File: src/rtl/reg_dump_sequencer.sv
// Single-step and register-dump engine for the single-cycle MIPS core: snapshots the
// registers selected by REG_MASK, steps the core with a run pulse, and repeats.
module reg_dump_sequencer #(
  parameter int                      DATA_W   = 32,
  parameter int                      ADDR_W   = 5,
  parameter logic [(2**ADDR_W)-1:0]  REG_MASK = 32'h03FF_FF00,
  parameter int                      SETTLE   = 2,
  parameter int                      RUN_CYC  = 16,
  parameter int                      STEP_W   = 16
) (
  input  logic              clkFast,
  input  logic              reset,
  input  logic              start,
  input  logic              stop,
  input  logic [STEP_W-1:0] num_steps,
  output logic [ADDR_W-1:0] sel,
  input  logic [DATA_W-1:0] rd_data,
  output logic              run,
  output logic              out_valid,
  input  logic              out_ready,
  output logic [DATA_W-1:0] out_data,
  output logic [ADDR_W-1:0] out_idx,
  output logic [STEP_W-1:0] out_frame,
  output logic              out_last,
  output logic              busy,
  output logic              done
);

  localparam int NREG       = 2**ADDR_W;
  localparam int TMR_MAX    = (SETTLE > RUN_CYC) ? SETTLE : RUN_CYC;
  localparam int TMR_W      = $clog2(TMR_MAX + 1);
  localparam bit MASK_EMPTY = (REG_MASK == '0);

  function automatic logic [ADDR_W-1:0] first_set();
    logic [ADDR_W-1:0] idx;
    idx = '0;
    for (int i = NREG - 1; i >= 0; i--)
      if (REG_MASK[i]) idx = ADDR_W'(i);
    return idx;
  endfunction

  localparam logic [ADDR_W-1:0] FIRST_IDX = first_set();

  typedef enum logic [2:0] {
    ST_IDLE, ST_SEL, ST_SETTLE, ST_CAP, ST_RUN, ST_DONE
  } state_t;

  state_t            state, state_nxt;
  logic [TMR_W-1:0]  timer, timer_nxt;
  logic [STEP_W-1:0] step_cnt, step_cnt_nxt;
  logic [STEP_W-1:0] steps_r, steps_nxt;
  logic              stop_lat, stop_lat_nxt;
  logic [ADDR_W-1:0] sel_nxt, out_idx_nxt;
  logic [DATA_W-1:0] out_data_nxt;
  logic [STEP_W-1:0] out_frame_nxt;
  logic              run_nxt, out_valid_nxt, out_last_nxt, busy_nxt, done_nxt;
  logic              nxt_found;
  logic [ADDR_W-1:0] nxt_idx;
  logic              end_now;

  // Next register in the dump list above the one currently selected.
  always_comb begin
    nxt_found = 1'b0;
    nxt_idx   = '0;
    for (int i = NREG - 1; i >= 0; i--) begin
      if (REG_MASK[i] && (i > int'(sel))) begin
        nxt_found = 1'b1;
        nxt_idx   = ADDR_W'(i);
      end
    end
  end

  assign end_now = stop_lat || stop || ((steps_r != '0) && (step_cnt == steps_r));

  always_comb begin
    state_nxt     = state;
    timer_nxt     = timer;
    step_cnt_nxt  = step_cnt;
    steps_nxt     = steps_r;
    stop_lat_nxt  = stop_lat | (stop && (state != ST_IDLE));
    sel_nxt       = sel;
    run_nxt       = run;
    out_valid_nxt = out_valid;
    out_data_nxt  = out_data;
    out_idx_nxt   = out_idx;
    out_frame_nxt = out_frame;
    out_last_nxt  = out_last;

    case (state)
      ST_IDLE: begin
        if (start) begin
          step_cnt_nxt = '0;
          steps_nxt    = num_steps;
          stop_lat_nxt = 1'b0;
          sel_nxt      = FIRST_IDX;
          timer_nxt    = '0;
          state_nxt    = ST_SEL;
        end
      end
      ST_SEL, ST_SETTLE: begin
        // An empty mask makes every frame end immediately after its SEL cycle.
        if (MASK_EMPTY) begin
          timer_nxt = '0;
          if (end_now) begin
            state_nxt = ST_DONE;
          end else begin
            run_nxt   = 1'b1;
            state_nxt = ST_RUN;
          end
        end else if (timer == TMR_W'(SETTLE - 1)) begin
          out_valid_nxt = 1'b1;
          out_data_nxt  = rd_data;
          out_idx_nxt   = sel;
          out_frame_nxt = step_cnt;
          out_last_nxt  = !nxt_found;
          state_nxt     = ST_CAP;
        end else begin
          timer_nxt = timer + TMR_W'(1);
          state_nxt = ST_SETTLE;
        end
      end
      ST_CAP: begin
        if (out_ready) begin
          out_valid_nxt = 1'b0;
          timer_nxt     = '0;
          if (nxt_found) begin
            sel_nxt   = nxt_idx;
            state_nxt = ST_SEL;
          end else if (end_now) begin
            state_nxt = ST_DONE;
          end else begin
            run_nxt   = 1'b1;
            state_nxt = ST_RUN;
          end
        end
      end
      ST_RUN: begin
        if (timer == TMR_W'(RUN_CYC - 1)) begin
          run_nxt      = 1'b0;
          step_cnt_nxt = step_cnt + STEP_W'(1);
          sel_nxt      = FIRST_IDX;
          timer_nxt    = '0;
          state_nxt    = ST_SEL;
        end else begin
          timer_nxt = timer + TMR_W'(1);
        end
      end
      ST_DONE: begin
        state_nxt = ST_IDLE;
      end
      default: begin
        run_nxt   = 1'b0;
        state_nxt = ST_IDLE;
      end
    endcase

    busy_nxt = (state_nxt != ST_IDLE);
    done_nxt = (state_nxt == ST_DONE);
  end

  always_ff @(posedge clkFast or negedge reset) begin
    if (!reset) begin
      state     <= ST_IDLE;
      timer     <= '0;
      step_cnt  <= '0;
      steps_r   <= '0;
      stop_lat  <= 1'b0;
      sel       <= '0;
      run       <= 1'b0;
      out_valid <= 1'b0;
      out_data  <= '0;
      out_idx   <= '0;
      out_frame <= '0;
      out_last  <= 1'b0;
      busy      <= 1'b0;
      done      <= 1'b0;
    end else begin
      state     <= state_nxt;
      timer     <= timer_nxt;
      step_cnt  <= step_cnt_nxt;
      steps_r   <= steps_nxt;
      stop_lat  <= stop_lat_nxt;
      sel       <= sel_nxt;
      run       <= run_nxt;
      out_valid <= out_valid_nxt;
      out_data  <= out_data_nxt;
      out_idx   <= out_idx_nxt;
      out_frame <= out_frame_nxt;
      out_last  <= out_last_nxt;
      busy      <= busy_nxt;
      done      <= done_nxt;
    end
  end

endmodule

File: config.mk
export PLATFORM = sky130hd
export DESIGN_NAME = reg_dump_sequencer
export DESIGN_NICKNAME = d
export VERILOG_FILES = /design/src/rtl/reg_dump_sequencer.sv
export SDC_FILE = /design/constraint.sdc
export NUM_CORES = 1
export LEC_CHECK = 0
export CORE_ASPECT_RATIO = 0.5
export CORE_UTILIZATION = 46
export DETAILED_ROUTE_END_ITERATION = 10
export PLACE_DENSITY = 0.8
export SLEW_MARGIN = 20
export SYNTH_ARGS = -nofsm -noshare
export SYNTH_HDL_FRONTEND = slang
export SYNTH_SLANG_ARGS = --single-unit
File: constraint.sdc
create_clock -name clkFast -period 2.6 [get_ports clkFast]
set_input_delay 0.26 -clock clkFast [delete_from_list [all_inputs] [get_ports clkFast]]
set_output_delay 0.26 -clock clkFast [all_outputs]
set_load 0.005 [all_outputs]
# == Word level (Yosys, flattened, before mapping) ==
# Index checks and enable logic that the tools add are counted.
# totals
word_cells,141
reg_bits,104
in_bits,53
out_inout_bits,63
# op_classes
reduce_logical,22
n_bitwise,2
muxes,66
eq_ne,17
order_cmp,18
addsub,2
# ops
operator,count
2-to-1 mux 5 bit,26
"> comparator 5 bit, first input constant",10
"> comparator 4 x 5 -> 1 bit, first input constant",8
2-to-1 mux 16 bit,2
case mux 16 bit (2 select lines),1
2-to-1 mux 1 bit,28
case mux 5 bit (4 select lines),1
"adder 16 x 1 -> 16 bit, second input constant",1
== test 16 bit,1
"inequality test 2 bit, second input constant",8
nonzero test 16 bit,1
case mux 5 bit (3 select lines),1
2-to-1 mux 3 bit,4
case mux 3 bit (4 select lines),1
AND reduction 5 bit,2
"== test 3 bit, second input constant",3
nonzero test 3 bit,3
"== test 3 x 2 -> 1 bit, second input constant",2
AND reduction 3 bit,2
"adder 5 x 1 -> 5 bit, second input constant",1
"== test 5 x 1 -> 1 bit, second input constant",1
"== test 5 x 4 -> 1 bit, second input constant",1
AND reduction 2 bit,2
AND reduction 4 bit,1
13 further kinds,16

# == Longest topological paths before layout ==
# depth
depth_word,23
depth_mapped,9

# == Least setup slack after synthesis ==
# OpenSTA, ideal clock, no wires.
# synth_timing
path_kind,register to register
start,register timer[0]
end,register step_cnt[13]
setup_slack_ps,498
setup_ps,78
period_less_slack_ps,2102
path_buffers,1
arrival_time_ps,2024
path_stages_with_launch,10
cell_sequence,dfrtp_1 ha_1 nand3_1 inv_1 ha_1 mux2i_1 or3_1 buf_2 or4_1 a21oi_1
# synth_via
elab_chain_len,3
# synth_lines
item,line,source
"start, declared",49,"logic [TMR_W-1:0] timer, timer_nxt;"
"start signal, assigned",179,timer <= timer_nxt;
== test 5 x 4 -> 1 bit,138,if (timer == TMR_W'(RUN_CYC - 1)) begin
inequality test 2 bit (no line),--,
AND reduction 3 bit (no line),--,
"end signal, assigned",180,step_cnt <= step_cnt_nxt;
"end, declared",50,"logic [STEP_W-1:0] step_cnt, step_cnt_nxt;"
# Every way passes these cells.
# A chain may end at the register's enable or synchronous reset.

# == Final worst setup path ==
# Same ends and word-level chain as after synthesis.

==> impl_metrics.tcl <==
set metrics [dict create \
    htreeDepth 3 \
    gp_congestion 0.854 \
    fp.dieArea_sq_um 11000 \
    ys_warn_count 0 \
    synth_flop_cell "dfrtp_1" \
    synth-edff-count 0 \
    initial_utilization 0.475 \
    timing.setup.tns_ns 0 \
    area_growth_pct 34.2 \
    ctsLongestPathBuffers 2 \
    placed_cell_area_sq_um 6170 \
    final_cells 698 \
    max_freq_mhz 422 \
    die_w_microns 147 \
    tightest_slew_ns 0.852 \
    cts_setup_buffers 0 \
    antennaDiodeCount 0 \
    end_kind "register" \
    netlist_area_sq_um 4850 \
    finalNetCount 611 \
    firstDrtPassIters 5 \
    grt_pass1_wl_mm 17.1 \
    via_per_inst 5.36 \
    rsz0062_at_grt "false" \
    clkLatencyLatePin_ns 0.35 \
    hp-class "in2reg" \
    gr-total-overflow 0 \
    cts_root_buffer "clkbuf_16" \
    drc 0 \
    final_common_cell "clkdlybuf4s50_1" \
    finalCriticalPeriod_ns 2.37 \
    numCtsBuffers 9 \
    first_iter_violations 256 \
    fin_crit_sh 0.911 \
    cts.sinks 104 \
    slew_headroom 0.425 \
    io_pins 116 \
    peakVddDrop_uv 340 \
    cts_tree "done" \
    syn-instance-count 438 \
    vias 3744 \
    maxSlewViolCount 0 \
    synth-seq-cells 104 \
    first_global_vias 3423 \
    num_rows 26 \
    finClkSkew_ns 0.00992 \
    grt_antenna_before_repair 0 \
    final_cell_area_sq_um 6510 \
    crit_required_ns 2.88 \
    drive_gt1_frac 0.124 \
    globalRouteTotalUtil 0.201 \
    worst_setup_path_start_kind "register" \
    port_buffers 115 \
    finalSetupViolCount 0 \
    p_leak_nw 2.86 \
    yosysUniqueCellTypes 56 \
    hold_violations 0 \
    syn_avg_cell_area_sq_um 11.1 \
    power.total_mw 6.28 \
    dp.final_hpwl_mm 7.78 \
    crit_arrival_ns 2.64 \
    syn-num-nets 496 \
    ant_nets 0 \
    crit_type "reg2reg" \
    grt_max_degree 55 \
    crit_fanout 9 \
    coreArea_sq_um 10200 \
    die_y_microns 74.6 \
    async_flop_share 1.00 \
    final_core_util 0.637 \
    layout_common_cells "clkdlybuf4s50_1, dfrtp_1, nand2_1, mux2_2" \
    totalWireLength_mm 10.9 \
    wire_per_inst_microns 15.6 \
    dp_cells 681 \
    power_density_nw_per_um2 964 \
    cap_violations 0 \
    clk_pin_slew_ns 0.07 \
    status "complete, no violations" \
    seq_area_frac_synth 0.536 \
]
power breakdown:
group | switching, mW | total, mW | internal, mW
combinational | 0.979 | 2.30 | 1.32
clock | 0.606 | 1.48 | 0.874
sequential | 0.386 | 2.50 | 2.11
sequential cells by signal, indices dropped and copies added, names as in the netlist, 3 cells and up:
register	cells
timer	5
out_idx	5
steps_r	16
sel	5
step_cnt	16
state	3
out_data	32
out_frame	16
routing by layer:
metal  share of wire  vias to the layer above  track usage
li1                -                     1799            -
met1            0.48                     1829        0.276
met2            0.46                      105        0.315
met3           0.057                       11       0.0515
met4          0.0096                        0       0.0699
met5               0                        -            0
worst paths after layout:
kind	start	to	slack [ns]	cells after the start
min reg2reg	out_idx[0]$_DFFE_PN0P_	out_idx[0]$_DFFE_PN0P_	0.48	1
max reg2reg	timer[0]$_DFFE_PN0P_	step_cnt[13]$_DFFE_PN0P_	0.23	8
max in group asynchronous	reset	steps_r[8]$_DFFE_PN0P_	1.38	3
min	num_steps[8]	steps_r[8]$_DFFE_PN0P_	0.44	3
min in group asynchronous	reset	out_data[24]$_DFFE_PN0P_	0.48	2
max	timer[0]$_DFFE_PN0P_	step_cnt[13]$_DFFE_PN0P_	0.23	8
what timing repair did:
item	4_1_cts	5_1_grt
endpoints found under the hold margin	50	0
hold buffers	1	0
gates resized for setup	0	0
synthesized netlist by cell type, types with 2 or more instances:
| cell | instances | area (sq um) |
|---|---|---|
| a21oi_1 | 15 | 75.1 |
| a31oi_1 | 3 | 18.8 |
| and2_1 | 4 | 25.0 |
| and3_1 | 4 | 25.0 |
| and4_1 | 2 | 17.5 |
| buf_1 | 2 | 7.51 |
| buf_2 | 4 | 20.0 |
| buf_4 | 4 | 30.0 |
| clkbuf_1 | 11 | 41.3 |
| dfrtp_1 | 104 | 2600 |
| ha_1 | 5 | 62.6 |
| inv_1 | 5 | 18.8 |
| mux2_1 | 19 | 214 |
| mux2_2 | 38 | 428 |
| mux2i_1 | 4 | 40.0 |
| nand2_1 | 65 | 244 |
| nand2b_1 | 6 | 37.5 |
| nand3_1 | 17 | 85.1 |
| nand4_1 | 5 | 31.3 |
| nor2_1 | 19 | 71.3 |
| nor2b_1 | 3 | 18.8 |
| nor3_1 | 5 | 25.0 |
| nor3b_1 | 3 | 22.5 |
| nor4_1 | 9 | 56.3 |
| o21ai_0 | 14 | 70.1 |
| o311ai_0 | 2 | 17.5 |
| o31ai_1 | 8 | 60.1 |
| or3_1 | 4 | 25.0 |
| or3b_2 | 3 | 26.3 |
| or4_1 | 4 | 30.0 |
| or4b_1 | 2 | 20.0 |
| xnor2_1 | 4 | 35.0 |
| xor2_1 | 18 | 158 |
cells by family (layout without fill, tap and decap cells):
family,Yosys count,count (layout),share of synthesized area
simple gates,160,160,0.165
mux,61,61,0.141
compound gates,59,59,0.0787
xor+xnor,22,22,0.0397
fa+ha+maj,5,5,0.0129
buf+inv,27,147,0.0266
flops,104,104,0.536
critical path, stage by stage (launching register included):
cell	delay (ns)
dfrtp_1	0.43
ha_1	0.18
nand3_1	0.09
inv_1	0.07
ha_1	0.22
mux2i_1	0.18
or3_1	0.53
or4_1	0.44
a21oi_1	0.16
area by class of cell:
class | instances | area, sq um
tap | 140 | 175
clock inverter | 6 | 90.1
clock buffer | 10 | 239
fill | 825 | 3710
multi-input combinational | 307 | 2120
sequential | 104 | 2600
timing repair buffer | 126 | 1260
inverter | 5 | 18.8
per-stage QoR:
stage	setup slack [ns]	hold WS (ns)
6_report	0.232	0.436
5_1_grt	0.0647	0.442
4_1_cts	0.256	0.430
3_5_place_dp	0.276	0.340
3_3_place_gp	0.372	0.331
2_1_floorplan	0.498	-0.0356
Power figures use the tool's default switching activity.
